**config.mk**
```make
export PLATFORM = sky130hd
export DESIGN_NAME = mouse_param_ctrl
export DESIGN_NICKNAME = d
export VERILOG_FILES = /design/src/rtl/ui_pkg.sv /design/src/rtl/param_step_sat.sv /design/src/rtl/mouse_param_ctrl.sv
export SDC_FILE = /design/constraint.sdc
export NUM_CORES = 1
export LEC_CHECK = 0
export CAP_MARGIN = 10
export CORE_MARGIN = 2
export CORE_UTILIZATION = 35
export DETAILED_ROUTE_END_ITERATION = 12
export PLACE_DENSITY = 0.57
export SETUP_SLACK_MARGIN = 0.15
export SYNTH_ARGS = -nofsm -noshare
export SYNTH_HDL_FRONTEND = slang
export SYNTH_SLANG_ARGS = --single-unit
export TNS_END_PERCENT = 20
```
**constraint.sdc**
```tcl
create_clock -name clk -period 8.2 [get_ports clk]
set_input_delay 2.05 -clock clk [delete_from_list [all_inputs] [get_ports clk]]
set_output_delay 2.05 -clock clk [all_outputs]
set_load 0.02 [all_outputs]
```
**src/rtl/ui_pkg.sv**
```systemverilog
// Shared types and default zone layout for the mouse-driven parameter bank.
// Zone constants are packed with channel 0 in the least significant bits.
package ui_pkg;

  typedef enum logic [1:0] {
    UI_IDLE,
    UI_DELAY,
    UI_REPEAT,
    UI_WAIT_REL
  } ui_state_t;

  localparam int unsigned H_ZONE_W = 12;

  localparam logic [H_ZONE_W-1:0] H_ZONE0_LO = 12'd0;
  localparam logic [H_ZONE_W-1:0] H_ZONE0_HI = 12'd299;
  localparam logic [H_ZONE_W-1:0] H_ZONE1_LO = 12'd300;
  localparam logic [H_ZONE_W-1:0] H_ZONE1_HI = 12'd699;
  localparam logic [H_ZONE_W-1:0] H_ZONE2_LO = 12'd700;
  localparam logic [H_ZONE_W-1:0] H_ZONE2_HI = 12'd999;

  localparam logic [3*H_ZONE_W-1:0] H_ZONE_LO = {H_ZONE2_LO, H_ZONE1_LO, H_ZONE0_LO};
  localparam logic [3*H_ZONE_W-1:0] H_ZONE_HI = {H_ZONE2_HI, H_ZONE1_HI, H_ZONE0_HI};

endpackage

```
**src/rtl/param_step_sat.sv**
```systemverilog
// Combinational saturating step: adds or subtracts a magnitude and clamps to [min, max].
module param_step_sat #(
  parameter int unsigned VAL_W = 12
) (
  input  logic [VAL_W-1:0] i_cur,
  input  logic [VAL_W-1:0] i_step,
  input  logic             i_dir,
  input  logic [VAL_W-1:0] i_min,
  input  logic [VAL_W-1:0] i_max,
  output logic [VAL_W-1:0] o_next
);

  logic [VAL_W:0] w_sum;
  logic [VAL_W:0] w_dif;
  logic [VAL_W:0] w_raw;
  logic [VAL_W:0] w_min;
  logic [VAL_W:0] w_max;

  assign w_sum = {1'b0, i_cur} + {1'b0, i_step};
  assign w_dif = {1'b0, i_cur} - {1'b0, i_step};
  assign w_min = {1'b0, i_min};
  assign w_max = {1'b0, i_max};
  assign w_raw = i_dir ? w_sum : w_dif;

  always_comb begin
    o_next = w_raw[VAL_W-1:0];
    // Extra MSB is the borrow of a subtraction that went below zero.
    if (!i_dir && w_dif[VAL_W]) begin
      o_next = i_min;
    end else if (w_raw < w_min) begin
      o_next = i_min;
    end else if (w_raw > w_max) begin
      o_next = i_max;
    end
  end

endmodule

```
**src/rtl/mouse_param_ctrl.sv**
```systemverilog
// Mouse-driven multi-channel parameter bank: press-edge stepping, hold-to-repeat,
// coarse/fine steps, per-channel saturation, restore-to-default and a change strobe.
module mouse_param_ctrl
  import ui_pkg::*;
#(
  parameter int unsigned                    NUM_CH        = 3,
  parameter int unsigned                    VAL_W         = 12,
  parameter logic [NUM_CH*H_ZONE_W-1:0]     ZONE_LO       = H_ZONE_LO,
  parameter logic [NUM_CH*H_ZONE_W-1:0]     ZONE_HI       = H_ZONE_HI,
  parameter logic [NUM_CH*VAL_W-1:0]        RST_VAL       = {NUM_CH{VAL_W'(16)}},
  parameter logic [NUM_CH*VAL_W-1:0]        MIN_VAL       = {NUM_CH{VAL_W'(0)}},
  parameter logic [NUM_CH*VAL_W-1:0]        MAX_VAL       = {NUM_CH{{VAL_W{1'b1}}}},
  parameter int unsigned                    COARSE_STEP   = 10,
  parameter int unsigned                    REPEAT_DELAY  = 50_000_000,
  parameter int unsigned                    REPEAT_PERIOD = 5_000_000,
  localparam int unsigned                   CH_W          = (NUM_CH > 1) ? $clog2(NUM_CH) : 1
) (
  input  logic                    clk,
  input  logic                    rst_n,
  input  logic                    i_left_mouse,
  input  logic                    i_right_mouse,
  input  logic                    i_middle_mouse,
  input  logic [H_ZONE_W-1:0]     i_xpos,
  input  logic [H_ZONE_W-1:0]     i_ypos,
  output logic [NUM_CH*VAL_W-1:0] o_values,
  output logic [CH_W-1:0]         o_active_ch,
  output logic                    o_busy,
  output logic [NUM_CH-1:0]       o_changed
);

  localparam int unsigned CNT_MAX = (REPEAT_DELAY > REPEAT_PERIOD) ? REPEAT_DELAY : REPEAT_PERIOD;
  localparam int unsigned CNT_W   = (CNT_MAX > 1) ? $clog2(CNT_MAX + 1) : 1;
  localparam logic [CNT_W-1:0] DLY_LAST    = CNT_W'(REPEAT_DELAY - 1);
  localparam logic [CNT_W-1:0] PER_LAST    = CNT_W'(REPEAT_PERIOD - 1);
  localparam logic [VAL_W-1:0] STEP_COARSE = VAL_W'(COARSE_STEP);
  localparam logic [VAL_W-1:0] STEP_FINE   = VAL_W'(1);

  ui_state_t                r_state;
  ui_state_t                w_state_nxt;
  logic [CNT_W-1:0]         r_cnt;
  logic [CNT_W-1:0]         w_cnt_nxt;
  logic [CH_W-1:0]          r_active_ch;
  logic [CH_W-1:0]          w_active_nxt;
  logic [NUM_CH*VAL_W-1:0]  r_values;
  logic [NUM_CH*VAL_W-1:0]  w_values_nxt;
  logic [NUM_CH-1:0]        r_changed;
  logic [NUM_CH-1:0]        w_changed_nxt;
  logic                     r_btn_prev;

  logic                     w_any;
  logic                     w_both;
  logic                     w_rise;
  logic                     w_hit;
  logic [CH_W-1:0]          w_hit_ch;
  logic [CH_W-1:0]          w_step_ch;
  logic                     w_do_step;
  logic [VAL_W-1:0]         w_cur;
  logic [VAL_W-1:0]         w_min;
  logic [VAL_W-1:0]         w_max;
  logic [VAL_W-1:0]         w_rst;
  logic [VAL_W-1:0]         w_mag;
  logic [VAL_W-1:0]         w_sat;
  logic [VAL_W-1:0]         w_new;
  logic                     w_unused_ypos;

  assign w_unused_ypos = ^i_ypos;

  assign w_any  = i_left_mouse | i_right_mouse;
  assign w_both = i_left_mouse & i_right_mouse;
  assign w_rise = w_any & ~r_btn_prev;

  // Scan from the top so the lowest overlapping zone wins.
  always_comb begin
    w_hit    = 1'b0;
    w_hit_ch = '0;
    for (int i = NUM_CH - 1; i >= 0; i--) begin
      if ((i_xpos >= ZONE_LO[i*H_ZONE_W +: H_ZONE_W]) &&
          (i_xpos <= ZONE_HI[i*H_ZONE_W +: H_ZONE_W])) begin
        w_hit    = 1'b1;
        w_hit_ch = CH_W'(i);
      end
    end
  end

  assign w_step_ch = (r_state == UI_IDLE) ? w_hit_ch : r_active_ch;
  assign w_cur     = r_values[int'(w_step_ch)*VAL_W +: VAL_W];
  assign w_min     = MIN_VAL[int'(w_step_ch)*VAL_W +: VAL_W];
  assign w_max     = MAX_VAL[int'(w_step_ch)*VAL_W +: VAL_W];
  assign w_rst     = RST_VAL[int'(w_step_ch)*VAL_W +: VAL_W];
  assign w_mag     = i_middle_mouse ? STEP_COARSE : STEP_FINE;
  assign w_new     = w_both ? w_rst : w_sat;

  param_step_sat #(
    .VAL_W (VAL_W)
  ) u_step_sat (
    .i_cur  (w_cur),
    .i_step (w_mag),
    .i_dir  (i_right_mouse),
    .i_min  (w_min),
    .i_max  (w_max),
    .o_next (w_sat)
  );

  always_comb begin
    w_state_nxt  = r_state;
    w_cnt_nxt    = r_cnt;
    w_active_nxt = r_active_ch;
    w_do_step    = 1'b0;
    unique case (r_state)
      UI_IDLE: begin
        if (w_rise && w_hit) begin
          w_active_nxt = w_hit_ch;
          w_do_step    = 1'b1;
          w_cnt_nxt    = '0;
          w_state_nxt  = w_both ? UI_WAIT_REL : UI_DELAY;
        end
      end
      UI_DELAY: begin
        if (!w_any) begin
          w_cnt_nxt   = '0;
          w_state_nxt = UI_IDLE;
        end else if (r_cnt == DLY_LAST) begin
          w_do_step   = 1'b1;
          w_cnt_nxt   = '0;
          w_state_nxt = w_both ? UI_WAIT_REL : UI_REPEAT;
        end else begin
          w_cnt_nxt = r_cnt + CNT_W'(1);
        end
      end
      UI_REPEAT: begin
        if (!w_any) begin
          w_cnt_nxt   = '0;
          w_state_nxt = UI_IDLE;
        end else if (r_cnt == PER_LAST) begin
          w_do_step   = 1'b1;
          w_cnt_nxt   = '0;
          w_state_nxt = w_both ? UI_WAIT_REL : UI_REPEAT;
        end else begin
          w_cnt_nxt = r_cnt + CNT_W'(1);
        end
      end
      UI_WAIT_REL: begin
        if (!w_any) begin
          w_state_nxt = UI_IDLE;
        end
      end
      default: begin
        w_cnt_nxt   = '0;
        w_state_nxt = UI_IDLE;
      end
    endcase
  end

  always_comb begin
    w_values_nxt  = r_values;
    w_changed_nxt = '0;
    if (w_do_step && (w_new != w_cur)) begin
      w_values_nxt[int'(w_step_ch)*VAL_W +: VAL_W] = w_new;
      w_changed_nxt[w_step_ch]                     = 1'b1;
    end
  end

  // Button history resets high so buttons still held across a reset are not a new press.
  always_ff @(posedge clk or negedge rst_n) begin
    if (!rst_n) begin
      r_state     <= UI_IDLE;
      r_cnt       <= '0;
      r_active_ch <= '0;
      r_values    <= RST_VAL;
      r_changed   <= '0;
      r_btn_prev  <= 1'b1;
    end else begin
      r_state     <= w_state_nxt;
      r_cnt       <= w_cnt_nxt;
      r_active_ch <= w_active_nxt;
      r_values    <= w_values_nxt;
      r_changed   <= w_changed_nxt;
      r_btn_prev  <= w_any;
    end
  end

  assign o_values    = r_values;
  assign o_active_ch = r_active_ch;
  assign o_busy      = (r_state == UI_DELAY) || (r_state == UI_REPEAT);
  assign o_changed   = r_changed;

endmodule
```
# --- Yosys cells after proc, flatten, opt, wreduce, memory -nomap -nowiden ---
# Cells that the tools add are included.
totals:
  ff_bits: 70
  in_bits: 29
  out_inout_bits: 42
  word_cells: 93
op_classes:
  add_sub_neg: 4
  mul: 1
  magnitude_cmp: 10
  n_eq_ne: 10
  shifts: 6
  mux: 38
  bitwise_logic: 4
  n_reduce_logical: 14
op_table:
  columns: ["op", "n"]
  rows:
  - ["$mux W26", 5]
  - ["$shiftx A36 B7 Y12 const A", 3]
  - ["$pmux W26 S3", 1]
  - ["$mux W12", 4]
  - ["$bwmux W36", 1]
  - ["$shift A12 B34 Y36 const A", 1]
  - ["$shiftx A12 B34 Y36", 1]
  - ["$shiftx A36 B7 Y12", 1]
  - ["$neg A6 Y34", 1]
  - ["$add A26 B1 Y26 const B", 1]
  - ["$eq A26 B23 Y1 const B", 1]
  - ["$eq A26 B26 Y1 const B", 1]
  - ["$le A12 B10 Y1 const B", 2]
  - ["$mux W2", 11]
  - ["$add A12 B4 Y13", 1]
  - ["$gt A13 B12 Y1", 1]
  - ["$lt A13 B12 Y1", 1]
  - ["$mux W13", 1]
  - ["$sub A12 B4 Y13", 1]
  - ["$ge A12 B1 Y1 const B", 1]
  - ["$ge A12 B10 Y1 const B", 1]
  - ["$ge A12 B9 Y1 const B", 1]
  - ["$le A12 B9 Y1 const B", 1]
  - ["$ne A12 B12 Y1", 1]
  - ["24 further kinds", 43]

# --- Depth between registers and ports, before layout ---
logic_depth:
  depth_word: 18
  ltp_mapped: 36
  depth_no_buf: 33

# --- Modules after synthesis ---
# Synthesis repeated with hierarchy kept, for this count alone.
unflattened:
  cells_unflattened: 841
  area_unflattened_um2: 6879.1
modules_own_cells:
  columns: ["module", "instances", "cells_per_inst", "area_each_um2", "seq_area_each_um2"]
  rows:
  - ["mouse_param_ctrl", 1, 538, 4775.8, 1756.7]
  - ["param_step_sat", 1, 303, 2103.3, 0.0]

# --- Worst setup path after synthesis ---
# OpenSTA, ideal clock, no wires.
synth_timing:
  path_kind: "in2reg"
  start: "input i_xpos[5]"
  end: "register r_values[17] (netlist: o_values[17])"
  setup_ns: 0.078
  arrival_time_ns: 8.868
  t_required_ns: 8.122
  setup_slack_ns: -0.746
  stages: 29
  n_path_buf: 3
  cell_sequence: "a211o_1 > a211o_1 > o211a_4 > nor2_4 > inv_2 > buf_2 > mux2i_1 > o21ai_0 > ha_1 > a21o_1 > a211oi_1 > o2111ai_1 > mux2_2 > xor2_1 > ha_1 > and4_1 > a211oi_1 > a31oi_1 > o21a_1 > o32a_1 > or3_1 > buf_4 > mux2_4 > a32oi_1 > nand3_1 > a32o_2 > or4_4 > buf_6 > o2bb2ai_1"
synth_via:
  elab_chain_cells: 17
  elab_cells_between_ends: 40
  cone_classes: "add/sub: 3; mul: 1; order compare: 8; eq/ne: 1; shift: 6; mux: 15; reduce/logical: 6"
synth_lines:
  columns: ["item", "line_no", "text"]
  rows:
  - ["from (decl)", "mouse_param_ctrl.sv:23", "input logic [H_ZONE_W-1:0] i_xpos,"]
  - ["$ge A12 B10 Y1 / $le A12 B10 Y1 (equally long branches)", "mouse_param_ctrl.sv:77, mouse_param_ctrl.sv:78", null]
  - ["$logic_and A1 B1 Y1", "mouse_param_ctrl.sv:77", "if ((i_xpos >= ZONE_LO[i*H_ZONE_W +: H_ZONE_W]) &&"]
  - ["$mux W2 (3 in series)", "mouse_param_ctrl.sv:77", null]
  - ["$mux W2", "mouse_param_ctrl.sv:85", "assign w_step_ch = (r_state == UI_IDLE) ? w_hit_ch : r_active_ch;"]
  - ["$mul A2 B2 Y4", null, null]
  - ["$shiftx A36 B7 Y12", "mouse_param_ctrl.sv:86", "assign w_cur = r_values[int'(w_step_ch)*VAL_W +: VAL_W];"]
  - ["$sub A12 B4 Y13 / $add A12 B4 Y13 (equally long branches)", "param_step_sat.sv:20, param_step_sat.sv:19", null]
  - ["$mux W13", "param_step_sat.sv:23", "assign w_raw = i_dir ? w_sum : w_dif;"]
  - ["$gt A13 B12 Y1", "param_step_sat.sv:32", "end else if (w_raw > w_max) begin"]
  - ["$mux W12", "param_step_sat.sv:32", null]
  - ["$mux W12", "param_step_sat.sv:30", "end else if (w_raw < w_min) begin"]
  - ["$mux W12", "param_step_sat.sv:28", "if (!i_dir && w_dif[VAL_W]) begin"]
  - ["$mux W12", "mouse_param_ctrl.sv:91", "assign w_new = w_both ? w_rst : w_sat;"]
  - ["$shiftx A12 B34 Y36 / $ne A12 B12 Y1 (equally long branches)", "mouse_param_ctrl.sv:158, mouse_param_ctrl.sv:157", null]
  - ["$bwmux W36 / $logic_and A1 B1 Y1 (equally long branches)", "mouse_param_ctrl.sv:158, mouse_param_ctrl.sv:157", null]
  - ["to (signal assigned)", "mouse_param_ctrl.sv:176", "r_values <= w_values_nxt;"]
  - ["to (decl)", "mouse_param_ctrl.sv:44", "logic [NUM_CH*VAL_W-1:0] r_values;"]
# Several ways; a longest one is shown, not always the timed one.
# A chain may end at the register's enable or synchronous reset.

# --- Worst setup path after layout ---
layout_timing:
  start: "input i_xpos[5]"
  end: "register r_values[13] (netlist: o_values[13])"
# Same word-level chain as after synthesis.

==> metrics.txt <==
# TYPE chip_impl_metric gauge
chip_impl_info{name="outcome",value="complete, no violations"} 1
chip_impl_metric{name="antenna-diode-count",unit=""} 0
chip_impl_metric{name="fp.dieArea",unit="mm^2"} 0.0162
chip_impl_metric{name="final_min_period_over_clock_period",unit="%"} 99.5
chip_impl_metric{name="core.rowCount",unit=""} 44
chip_impl_metric{name="synthesis.area",unit="mm^2"} 0.00530
chip_impl_metric{name="htreeDepth",unit=""} 3
chip_impl_metric{name="nFillCells",unit=""} 1315
chip_impl_metric{name="route.vias.total",unit=""} 5387
chip_impl_metric{name="area.growth.synth_to_final",unit="%"} 45.6
chip_impl_metric{name="max-clock-path-buffers",unit=""} 2
chip_impl_metric{name="power_per_cell_area",unit="mW/mm^2"} 316
chip_impl_metric{name="yosys_warnings",unit=""} 0
chip_impl_info{name="cts_tree",value="yes"} 1
chip_impl_metric{name="globalRouteOverflowTotal",unit=""} 0
chip_impl_metric{name="place.port_buffers",unit=""} 56
chip_impl_metric{name="vias_per_cell",unit=""} 5.81
chip_impl_info{name="mostFrequentLayoutCell",value="buf_4"} 1
chip_impl_info{name="rsz0062_at_grt",value="true"} 1
chip_impl_metric{name="worst_slew_margin_rel",unit="%"} 39.4
chip_impl_metric{name="period_minus_slack",unit="ps"} 8160
chip_impl_metric{name="wirelength",unit="mm"} 18.4
chip_impl_metric{name="grt_pass1_vias",unit=""} 5322
chip_impl_metric{name="drv_cap",unit=""} 0
chip_impl_metric{name="tns",unit="ps"} 0
chip_impl_metric{name="clock-sinks",unit=""} 70
chip_impl_metric{name="post-route-drc-count",unit=""} 0
chip_impl_metric{name="skew",unit="ps"} 4.86
chip_impl_metric{name="grt_first_pass_wirelength",unit="mm"} 28.4
chip_impl_metric{name="drt-wirelength-per-cell",unit="um"} 19.9
chip_impl_info{name="synthTopCellsByArea",value="dfrtp_1 (31%), ha_1 (7.8%), o2bb2ai_1 (5.4%), o21ai_0 (3.5%), nand2_1 (3.3%)"} 1
chip_impl_metric{name="clk-insertion-delay-late",unit="ps"} 340
chip_impl_metric{name="timing.critical_path.fanout_max",unit=""} 6
chip_impl_metric{name="hold-worst-slack",unit="ps"} 511
chip_impl_info{name="post-synth-top-area-cell",value="dfrtp_1"} 1
chip_impl_metric{name="tritoncts.num_buffers",unit=""} 9
chip_impl_metric{name="path_clk_slew",unit="ps"} 60
chip_impl_metric{name="drv_slew",unit=""} 0
chip_impl_metric{name="pin_count",unit=""} 71
chip_impl_metric{name="max_stage_delay",unit="ps"} 660
chip_impl_info{name="timing.critical_path.slowest_stage_cell",value="or4_4"} 1
chip_impl_metric{name="route.antenna.remaining_nets",unit=""} 0
chip_impl_metric{name="routabilityCongestion",unit=""} 0.917
chip_impl_metric{name="synth-seq-area-share",unit="%"} 33.1
chip_impl_metric{name="stdcell_count",unit=""} 927
chip_impl_metric{name="die_w",unit="um"} 127
chip_impl_metric{name="synth_enable_flop_cells",unit=""} 0
chip_impl_info{name="ys_dominant_reg_cell",value="dfrtp_1"} 1
chip_impl_info{name="hold_path.class",value="reg2reg"} 1
chip_impl_metric{name="setup-violations-final",unit=""} 0
chip_impl_info{name="endpoint_kind",value="flop"} 1
chip_impl_metric{name="core-area",unit="mm^2"} 0.0146
chip_impl_metric{name="antenna_found_initial",unit=""} 0
chip_impl_info{name="worstSetupStartpointType",value="input port"} 1
chip_impl_metric{name="yosys_register_bits",unit=""} 70
chip_impl_metric{name="post_synth.cell_area_avg",unit="um^2"} 9.24
chip_impl_metric{name="mapped_cells",unit=""} 574
chip_impl_metric{name="finish.net_count",unit=""} 802
chip_impl_metric{name="cp.arrival",unit="ps"} 8430
chip_impl_metric{name="clock.fmax",unit="GHz"} 0.123
chip_impl_metric{name="layout-drive-gt1-share",unit="%"} 35.1
chip_impl_metric{name="worstMarginPinSlew",unit="ps"} 909
chip_impl_metric{name="synth.distinct_cells",unit=""} 85
chip_impl_metric{name="start_util",unit="%"} 36.2
chip_impl_metric{name="hold_viol_final",unit=""} 0
chip_impl_info{name="most-common-layout-cells",value="buf_4 (106), dfrtp_1 (66), clkdlybuf4s50_1 (45)"} 1
chip_impl_metric{name="async_reset_ff_share",unit="%"} 100
chip_impl_info{name="cp_class",value="in2reg"} 1
chip_impl_metric{name="power.ir.vdd_worst",unit="mV"} 0.147
chip_impl_metric{name="grt_max_degree",unit=""} 71
chip_impl_info{name="clk_root_buffer_cell",value="clkbuf_16"} 1
chip_impl_info{name="path_delay_family",value="compound AO/OA/AOI/OAI gates"} 1
chip_impl_metric{name="drt_pre_antenna_iters",unit=""} 4
chip_impl_metric{name="crit_required",unit="ps"} 8460
chip_impl_metric{name="synth_top_area_share",unit="%"} 31.1
chip_impl_metric{name="worst-path-buf-inv",unit=""} 3
chip_impl_metric{name="groute.usage.overall",unit="%"} 22.3
chip_impl_metric{name="placed_cells",unit=""} 890
chip_impl_metric{name="floorplan.die.height",unit="um"} 127
chip_impl_metric{name="power.leakage",unit="nW"} 3.21
chip_impl_metric{name="dr.first_iter.drc_count",unit=""} 318
chip_impl_metric{name="hpwlAfterDp",unit="mm"} 12.9
chip_impl_metric{name="syn_nets",unit=""} 638
## report_power, final
part | total [mW] | internal (mW) | switching (mW)
Sequential | 0.428 | 0.384 | 0.0439
Clock | 0.425 | 0.275 | 0.150
Combinational | 1.58 | 0.706 | 0.878
Total | 2.44 | 1.36 | 1.07
## cells in the mapped netlist (all sizes together), types with 4 or more instances
cell and n:
or4 4, ha 33, nand4 18, xor2 16, and2 6, nor4 10, nand3 27, xnor2 13
nand2 48, inv 18, nor2b 8, dfstp 4, o211ai 7, clkbuf 8, and3 5, or2 6
buf 13, or3 5, mux2i 6, a211oi 15, dfrtp 66, nor3 15, a21o 6, and4 5
o21ai 41, a211o 5, nand2b 7, a31oi 5, nor2 45, o2bb2ai 36, a21oi 21, o21a 7
## kinds of logic (layout without fill, tap and decap cells)
kind of cell | count (synthesis) | count (layout) | share of synthesized area [%]
buffers and inverters | 39 | 204 | 3.66
multiplexers | 8 | 8 | 1.63
adder cells (fa/ha/maj) | 35 | 35 | 8.54
AND/OR/NAND/NOR | 222 | 225 | 22.8
AO/OA/AOI/OAI | 171 | 172 | 25.5
flip-flops | 70 | 70 | 33.1
XOR/XNOR | 29 | 29 | 4.79
## flip-flops by register name, summed over array words and instances (netlist names)
register and flops:
o_active_ch 2, o_changed 3, o_values 36, r_btn_prev 1
r_cnt 26, r_state 2
## final timing paths
path                         startpoint      endpoint  slack, ps  cells past startpoint
max                           i_xpos[5]  o_values[13]         40                     29
min                        o_values[16]  o_values[16]        510                      1
max reg2reg                  r_state[0]  o_values[13]       1170                     32
min reg2reg                o_values[16]  o_values[16]        510                      1
max in group asynchronous         rst_n     r_cnt[21]       5680                      2
min in group asynchronous         rst_n  o_values[32]       1900                      2
## per-layer routing
layer	global-route usage [%]	vias up	wire, um
met5	0	-	0
met4	8.02	0	440
met3	4.27	32	943
met2	37.8	172	9200
met1	28.6	2656	7860
li1	-	2527	-
## repair_timing
| item | CTS | global route |
|---|---|---|
| gates resized for setup | 72 | 53 |
| hold buffers | 0 | 0 |
| cloned | 3 | 1 |
| pin swaps | 39 | 51 |
| endpoints found under the hold margin | 0 | 0 |
| buffers inserted | 12 | 5 |
| setup endpoints to repair | 39 | 39 |
## final cells by class
class / count / area [um^2] / share of cell area, %
tap: 184 / 230 / 2.98
multi-input combinational: 469 / 3880 / 50.3
clock buffer: 13 / 250 / 3.24
sequential: 70 / 1760 / 22.8
timing repair buffer: 170 / 1460 / 18.9
clock inverter: 3 / 67.6 / 0.875
inverter: 18 / 72.6 / 0.940
## stage by stage
stage | power, mW | area, um^2 | util (%) | worst slack [ps]
after global routing | 2.57 | 7720 | 52.7 | -152
after CTS | 2.31 | 7430 | 50.8 | 34.7
final | 2.44 | 7720 | 52.7 | 37.5
after global placement | 1.76 | 6830 | 46.7 | -743
after detailed placement | 1.78 | 6830 | 46.7 | -861
after floorplan | 1.22 | 5440 | - | -93.0
No activity file was read; power rests on OpenSTA's default activity.
